===== config.mk =====
export PLATFORM = sky130hd
export DESIGN_NAME = pac_game_controller
export DESIGN_NICKNAME = d
export VERILOG_FILES = /design/src/rtl/pac_game_controller.sv
export SDC_FILE = /design/constraint.sdc
export NUM_CORES = 1
export LEC_CHECK = 0
export ABC_AREA = 0
export BUFFER_PORTS_ARGS = -buffer_cell sky130_fd_sc_hd__buf_2
export CAP_MARGIN = 30
export CORE_MARGIN = 5
export CORE_UTILIZATION = 50
export CTS_BUF_LIST = sky130_fd_sc_hd__clkbuf_8
export CTS_CLUSTER_SIZE = 20
export DETAILED_ROUTE_END_ITERATION = 8
export GPL_ROUTABILITY_DRIVEN = 0
export GPL_TIMING_DRIVEN = 0
export PLACE_DENSITY = 0.75
export SYNTH_ARGS = -nofsm -noshare
export SYNTH_HDL_FRONTEND = slang
export SYNTH_SLANG_ARGS = --single-unit

===== constraint.sdc =====
create_clock -name Clk -period 2.8 [get_ports Clk]
set_input_delay 0.7 -clock Clk [delete_from_list [all_inputs] [get_ports Clk]]
set_output_delay 0.7 -clock Clk [all_outputs]
set_load 0.005 [all_outputs]

===== src/rtl/pac_game_controller.sv =====
// PAC-MAN game-state sequencer: dot map, score, lives, level and freeze/respawn control.
// All state advances once per frame_tick; outputs come straight from registers.
module pac_game_controller #(
  parameter logic [143:0] INIT_DOTS   = {144{1'b1}},
  parameter int unsigned  DOT_POINTS  = 10,
  parameter int unsigned  HOLD_FRAMES = 60,
  parameter int unsigned  START_LIVES = 3
) (
  input  logic         Clk,
  input  logic         Reset_n,
  input  logic         frame_tick,
  input  logic         start,
  input  logic [9:0]   BallX,
  input  logic [9:0]   BallY,
  input  logic [9:0]   Ball_size,
  input  logic [9:0]   oghostx,
  input  logic [9:0]   oghosty,
  input  logic [9:0]   bghostx,
  input  logic [9:0]   bghosty,
  input  logic [9:0]   rghostx,
  input  logic [9:0]   rghosty,
  input  logic [9:0]   pghostx,
  input  logic [9:0]   pghosty,
  output logic [143:0] currDotMap,
  output logic [1:0]   level,
  output logic [15:0]  score,
  output logic [1:0]   lives,
  output logic [2:0]   game_state,
  output logic         freeze,
  output logic         respawn
);

  localparam int unsigned MAP_W  = 144;
  localparam int unsigned CNT_W  = 8;
  localparam int unsigned HOLD_W = (HOLD_FRAMES < 2) ? 1 : $clog2(HOLD_FRAMES + 1);

  localparam logic [2:0] S_IDLE  = 3'd0;
  localparam logic [2:0] S_PLAY  = 3'd1;
  localparam logic [2:0] S_DEATH = 3'd2;
  localparam logic [2:0] S_CLEAR = 3'd3;
  localparam logic [2:0] S_OVER  = 3'd4;

  function automatic logic [CNT_W-1:0] popcount(input logic [MAP_W-1:0] v);
    logic [CNT_W-1:0] n;
    n = '0;
    for (int i = 0; i < MAP_W; i++) n = n + CNT_W'(v[i]);
    return n;
  endfunction

  localparam logic [CNT_W-1:0]  INIT_COUNT = popcount(INIT_DOTS);
  localparam logic [HOLD_W-1:0] HOLD_LAST  = HOLD_W'(HOLD_FRAMES);
  localparam logic [1:0]        LIVES_INIT = 2'(START_LIVES);

  // Box overlap test on unwrapped 11-bit differences
  function automatic logic ghost_hit(input logic [9:0] ax, input logic [9:0] ay,
                                     input logic [9:0] gx, input logic [9:0] gy,
                                     input logic [9:0] sz);
    logic signed [10:0] dx;
    logic signed [10:0] dy;
    logic [10:0]        adx;
    logic [10:0]        ady;
    dx  = $signed({1'b0, ax}) - $signed({1'b0, gx});
    dy  = $signed({1'b0, ay}) - $signed({1'b0, gy});
    adx = dx[10] ? $unsigned(-dx) : $unsigned(dx);
    ady = dy[10] ? $unsigned(-dy) : $unsigned(dy);
    return (adx < {1'b0, sz}) && (ady < {1'b0, sz});
  endfunction

  logic [2:0]        state_q, state_d;
  logic [MAP_W-1:0]  dots_q, dots_d;
  logic [1:0]        level_q, level_d;
  logic [15:0]       score_q, score_d;
  logic [1:0]        lives_q, lives_d;
  logic              freeze_q, freeze_d;
  logic              respawn_q, respawn_d;
  logic [HOLD_W-1:0] hold_q, hold_d;
  logic [CNT_W-1:0]  left_q, left_d;

  logic [9:0]  px_c, py_c;
  logic [7:0]  idx_c;
  logic        on_dot_c, dot_here_c, collide_c;
  logic [16:0] score_sum_c;

  // Tile lookup and collision, evaluated from the current input sample
  always_comb begin
    px_c        = BallX + 10'd2 - 10'd32;
    py_c        = BallY + 10'd2 - 10'd32;
    on_dot_c    = (px_c[4:0] <= 5'd3) && (py_c[4:0] <= 5'd3) &&
                  (px_c[9:5] < 5'd12) && (py_c[9:5] < 5'd12);
    idx_c       = 8'(py_c[9:5]) * 8'd12 + 8'(px_c[9:5]);
    dot_here_c  = on_dot_c && dots_q[idx_c];
    collide_c   = ghost_hit(BallX, BallY, oghostx, oghosty, Ball_size) ||
                  ghost_hit(BallX, BallY, bghostx, bghosty, Ball_size) ||
                  ghost_hit(BallX, BallY, rghostx, rghosty, Ball_size) ||
                  ghost_hit(BallX, BallY, pghostx, pghosty, Ball_size);
    score_sum_c = {1'b0, score_q} + 17'(DOT_POINTS);
  end

  always_comb begin
    state_d   = state_q;
    dots_d    = dots_q;
    level_d   = level_q;
    score_d   = score_q;
    lives_d   = lives_q;
    respawn_d = 1'b0;
    hold_d    = hold_q;
    left_d    = left_q;
    if (frame_tick) begin
      case (state_q)
        S_IDLE: begin
          if (start) begin
            state_d   = S_PLAY;
            respawn_d = 1'b1;
          end
        end
        S_PLAY: begin
          if (collide_c) begin
            state_d = S_DEATH;
            lives_d = lives_q - 2'd1;
            hold_d  = '0;
          end else if (dot_here_c) begin
            dots_d[idx_c] = 1'b0;
            score_d       = score_sum_c[16] ? 16'hFFFF : score_sum_c[15:0];
            left_d        = left_q - CNT_W'(1);
            if (left_q == CNT_W'(1)) begin
              state_d = S_CLEAR;
              hold_d  = '0;
            end
          end
        end
        S_DEATH: begin
          hold_d = hold_q + HOLD_W'(1);
          if (hold_d == HOLD_LAST) begin
            if (lives_q == 2'd0) begin
              state_d = S_OVER;
            end else begin
              state_d   = S_PLAY;
              respawn_d = 1'b1;
            end
          end
        end
        S_CLEAR: begin
          hold_d = hold_q + HOLD_W'(1);
          if (hold_d == HOLD_LAST) begin
            level_d   = (level_q == 2'd3) ? 2'd3 : level_q + 2'd1;
            dots_d    = INIT_DOTS;
            left_d    = INIT_COUNT;
            state_d   = S_PLAY;
            respawn_d = 1'b1;
          end
        end
        S_OVER: begin
          if (start) begin
            score_d   = '0;
            lives_d   = LIVES_INIT;
            level_d   = '0;
            dots_d    = INIT_DOTS;
            left_d    = INIT_COUNT;
            state_d   = S_PLAY;
            respawn_d = 1'b1;
          end
        end
        default: state_d = S_IDLE;
      endcase
    end
    freeze_d = (state_d != S_PLAY);
  end

  always_ff @(posedge Clk or negedge Reset_n) begin
    if (!Reset_n) begin
      state_q   <= S_IDLE;
      dots_q    <= INIT_DOTS;
      level_q   <= '0;
      score_q   <= '0;
      lives_q   <= LIVES_INIT;
      freeze_q  <= 1'b1;
      respawn_q <= 1'b0;
      hold_q    <= '0;
      left_q    <= INIT_COUNT;
    end else begin
      state_q   <= state_d;
      dots_q    <= dots_d;
      level_q   <= level_d;
      score_q   <= score_d;
      lives_q   <= lives_d;
      freeze_q  <= freeze_d;
      respawn_q <= respawn_d;
      hold_q    <= hold_d;
      left_q    <= left_d;
    end
  end

  assign currDotMap = dots_q;
  assign level      = level_q;
  assign score      = score_q;
  assign lives      = lives_q;
  assign game_state = state_q;
  assign freeze     = freeze_q;
  assign respawn    = respawn_q;

endmodule


==> qor.csv <==
metric,value,unit
via total after detailed routing,18217,
maximum vdd drop,0.000779,V
antenna cells,0,
final count of negative-setup-slack endpoints,181,
clock-pin slew on the worst setup and hold paths,0.11,ns
Pleak,9.69,nW
CTS tree,done,
"sum of internal, switching and leakage power",17.2,mW
wire length reported by the detailed router,62.7,mm
Worst Hold Margin,0.118,ns
HPWL after detailed placement,45.5,mm
number of warning messages in the yosys log,0,
total count of hold-check failures in the final report,0,
total standard cell area after synthesis,17500,sq um
detailed-router iteration count before antenna repair,7,
gr usage total,30.3,%
Final Instance Count excl. Fillers,2940,
initial antenna violation count,0,
unrepaired setup endpoints after global routing,yes,
number of synthesized flops with an enable pin,0,
count of buffers from port buffering,281,
H-tree depth,4,
final global-route overflow total,0,
Core Area,34500,sq um
"Slowest-stage cell, CP",sky130_fd_sc_hd__or4_4,
number of unique standard cell types used by synthesis,104,
FP Rows,68,
horizontal extent of the die,197,um
required time of the worst setup path,3.18,ns
violated checks,negative setup slack,
setup TNS,-358.61,ns
primary flip-flop cell chosen by synthesis mapping,sky130_fd_sc_hd__dfstp_2,
time the worst path needs with I/O delays and setup,4.92,ns
run status,"complete, but fails checks",
# DRC,0,
Clock Sink Count,183,
kind of capture point of the worst setup path,flop,
share of flip-flops with an asynchronous set or reset after synthesis,100,%
clock latency on the worst-skew pair,0.51,ns
Filler Cells Inserted,2827,
Critical path buffers and inverters,7,
fraction of the yosys area taken by sequential cells,27.2,%
total non-filler cell area in the finished layout,22600,sq um
worst-margin pin slew,1.15,ns
list of cells traversed by the critical path,buf_12 -> inv_12 -> ha_4 -> inv_2 -> fa_2 -> a21o_1 -> and3_4 -> o211a_4 -> nor3_4 -> buf_4 -> buf_4 -> xnor2_2 -> o41a_1 -> xnor2_1 -> ha_1 -> a211o_1 -> or4_4 -> a211oi_4 -> a21oi_4 -> buf_12 -> buf_4 -> nand3_4 -> nor2_1 -> o311a_1,
max-cap violations,0,
via count of the first global-routing pass,17897,
Initial Utilization,50.6,%
dominant cell type by count on the critical path,sky130_fd_sc_hd__buf_4,
Slew Limit Fails,0,
fraction of layout instances using a drive strength above 1,38.0,%
family with the most delay on the worst path,compound AO/OA/AOI/OAI gates,
relative area change from synthesis to final layout,29.2,%
Num CTS Buffers,17,
buffer levels on the longest clock path,2,
maximum fanout count along the critical path,5,
signal arrival time at the worst endpoint,5.31,ns
number of nets produced by synthesis,2386,
portion of the clock cycle consumed by the worst path in the final layout,176,%
number of DRC violations after detailed-routing iteration 0,1501,
Ports,283,
Slowest Stage Delay on Critical Path,0.50,ns
DR vias/cell,6.20,
remaining antenna violation count after routing,0,
die boundary height,197,um
maximum clock frequency,203,MHz
register bit total from synthesis,183,
remaining max-slew budget at the tightest pin,22.9,%
maximum clock skew at final layout,0.0285,ns
CTS root buf,sky130_fd_sc_hd__clkbuf_8,
Pwr per Cell Area,762,nW/um^2
kind of start point of the critical path,input port,
cell count after placement,2824,
mean cell area of the mapped netlist,8.39,sq um
gate count of the mapped netlist,2084,
routed wire length per instance,21.3,um
instance area after placement,20200,sq um
number of hold buffers added after cts,0,
full die area,38800,sq um
first-pass GRT wire length,94.5,mm
path type of the worst min-delay path,input port to asynchronous set/reset pin,
pin count of the biggest net entering global routing,129,
final setup margin,-2.12,ns
crit path kind,input port to flop,
number of nets in the layout,2774,
power breakdown:
group,internal [mW],switching [mW]
sequential,4.60,1.17
combinational,4.31,5.47
clock,0.627,1.04
synth_stat cells (10+ instances only):
cell / number / area [sq um]
sky130_fd_sc_hd__a21o_1: 34 / 255
sky130_fd_sc_hd__nand2b_1: 18 / 113
sky130_fd_sc_hd__nor2_1: 309 / 1160
sky130_fd_sc_hd__a21oi_1: 218 / 1090
sky130_fd_sc_hd__a31oi_1: 16 / 100
sky130_fd_sc_hd__nand3_1: 54 / 270
sky130_fd_sc_hd__nor2b_1: 17 / 106
sky130_fd_sc_hd__xnor2_1: 84 / 736
sky130_fd_sc_hd__mux4_2: 24 / 541
sky130_fd_sc_hd__clkbuf_1: 46 / 173
sky130_fd_sc_hd__o31ai_1: 13 / 97.6
sky130_fd_sc_hd__nand4_1: 19 / 119
sky130_fd_sc_hd__or3_1: 18 / 113
sky130_fd_sc_hd__nor3b_1: 11 / 82.6
sky130_fd_sc_hd__nand2_1: 140 / 526
sky130_fd_sc_hd__and2_1: 18 / 113
sky130_fd_sc_hd__xor2_1: 43 / 377
sky130_fd_sc_hd__dfstp_2: 149 / 3920
sky130_fd_sc_hd__buf_2: 14 / 70.1
sky130_fd_sc_hd__a211oi_1: 21 / 158
sky130_fd_sc_hd__a21boi_0: 13 / 97.6
sky130_fd_sc_hd__mux2i_1: 21 / 210
sky130_fd_sc_hd__o211ai_1: 18 / 135
sky130_fd_sc_hd__nor4_1: 13 / 81.3
sky130_fd_sc_hd__inv_1: 154 / 578
sky130_fd_sc_hd__o21ai_0: 70 / 350
sky130_fd_sc_hd__and3_1: 16 / 100
sky130_fd_sc_hd__nor3_1: 44 / 220
sky130_fd_sc_hd__a21oi_2: 20 / 175
sky130_fd_sc_hd__ha_1: 178 / 2230
sky130_fd_sc_hd__dfrtp_1: 34 / 851
sky130_fd_sc_hd__a22oi_1: 10 / 75.1
sky130_fd_sc_hd__o2111ai_1: 12 / 105
sky130_fd_sc_hd__o21a_1: 17 / 128
sky130_fd_sc_hd__fa_1: 10 / 200
final cells by class:
| type | count | area [sq um] | share of cell area [%] |
|---|---|---|---|
| multi-input cells | 1678 | 13400 | 59.5 |
| flip-flops and latches | 183 | 4770 | 21.1 |
| clock inverters | 14 | 88.8 | 0.393 |
| repair buffers | 374 | 2440 | 10.8 |
| well taps | 455 | 569 | 2.52 |
| inverters | 154 | 611 | 2.70 |
| plain buffers | 64 | 435 | 1.93 |
| clock buffers | 18 | 248 | 1.10 |
metal layers:
| layer | share of wire, % | global-route usage (%) |
|---|---|---|
| met1 | 37 | 36.7 |
| met5 | 0 | 0 |
| met4 | 5.1 | 14.5 |
| met2 | 48 | 51.7 |
| met3 | 9.8 | 6.40 |
cell families (layout without fill, tap and decap cells):
group | count (synthesis) | in the layout | synth area share, %
AO/OA/AOI/OAI | 583 | 583 | 22.7
XOR/XNOR | 130 | 130 | 6.68
adder cells (fa/ha/maj) | 188 | 188 | 13.9
multiplexers | 50 | 50 | 4.78
buffers and inverters | 224 | 624 | 5.15
flip-flops | 183 | 183 | 27.2
AND/OR/NAND/NOR | 726 | 727 | 19.6
repair_timing:
action / in CTS / in global routing
cloned: 4 / 7
setup endpoints to repair: 181 / 181
endpoints found under the hold margin: 0 / 0
pin swaps: 83 / 78
gates resized for setup: 159 / 132
buffers inserted: 52 / 31
state kept, by name, indices dropped and copies added, names as in the netlist:
| name | flops |
|---|---|
| currDotMap | 144 |
| freeze | 1 |
| game_state | 3 |
| hold_q | 6 |
| left_q | 8 |
| level | 2 |
| lives | 2 |
| respawn | 1 |
| score | 16 |
worst paths after layout:
| path | from | endpoint | slack [ns] | cells past startpoint |
|---|---|---|---|---|
| max | BallY[0] | score[3] | -2.12 | 24 |
| min | Reset_n | respawn | 0.12 | 1 |
| max reg2reg | hold_q[0] | currDotMap[0] | -1.03 | 11 |
| min reg2reg | left_q[7] | left_q[7] | 0.49 | 1 |
| max in group asynchronous | Reset_n | currDotMap[17] | 1.70 | 2 |
| min in group Clk | left_q[7] | left_q[7] | 0.49 | 1 |
worst register-to-register path, cell delays in order, from the launching register on:
cell and delay, ns:
sky130_fd_sc_hd__dfrtp_1 0.46, sky130_fd_sc_hd__ha_1 0.28, sky130_fd_sc_hd__nand2_1 0.11, sky130_fd_sc_hd__a21oi_1 0.07, sky130_fd_sc_hd__o2111ai_1 0.36, sky130_fd_sc_hd__a21oi_1 0.15
sky130_fd_sc_hd__o21ai_2 0.47, sky130_fd_sc_hd__nor2_2 0.16, sky130_fd_sc_hd__clkbuf_2 0.27, sky130_fd_sc_hd__clkbuf_1 0.33, sky130_fd_sc_hd__nor2_1 0.92, sky130_fd_sc_hd__a21oi_1 0.16
per-stage QoR:
| step | setup slack (ns) | util, % |
|---|---|---|
| 2_1_floorplan | -2.12 | - |
| 3_3_place_gp | -3.15 | 58.4 |
| 3_5_place_dp | -3.27 | 58.6 |
| 4_1_cts | -1.98 | 62.7 |
| 5_1_grt | -2.22 | 65.4 |
| 6_report | -2.12 | 65.4 |
placed cells by master, fill, tap and decap left out, drive strengths merged, types with 16 or more instances in the layout:
master | Yosys | routed
nand2 | 141 | 141
a211oi | 21 | 21
nor2b | 17 | 17
or3 | 18 | 18
and3 | 16 | 16
nand3 | 56 | 57
nand2b | 18 | 18
nor3 | 44 | 44
o211ai | 18 | 18
a21o | 34 | 34
inv | 154 | 158
o21a | 17 | 17
mux2i | 21 | 21
nor2 | 309 | 309
dfrtp | 34 | 34
and2 | 18 | 18
mux4 | 26 | 26
a21oi | 239 | 239
o21ai | 75 | 75
o31ai | 16 | 16
buf | 23 | 390
nand4 | 20 | 20
clkbuf | 47 | 65
xor2 | 43 | 43
xnor2 | 86 | 86
dfstp | 149 | 149
a31oi | 16 | 16
ha | 178 | 178
No activity file was read; power rests on OpenSTA's default activity.
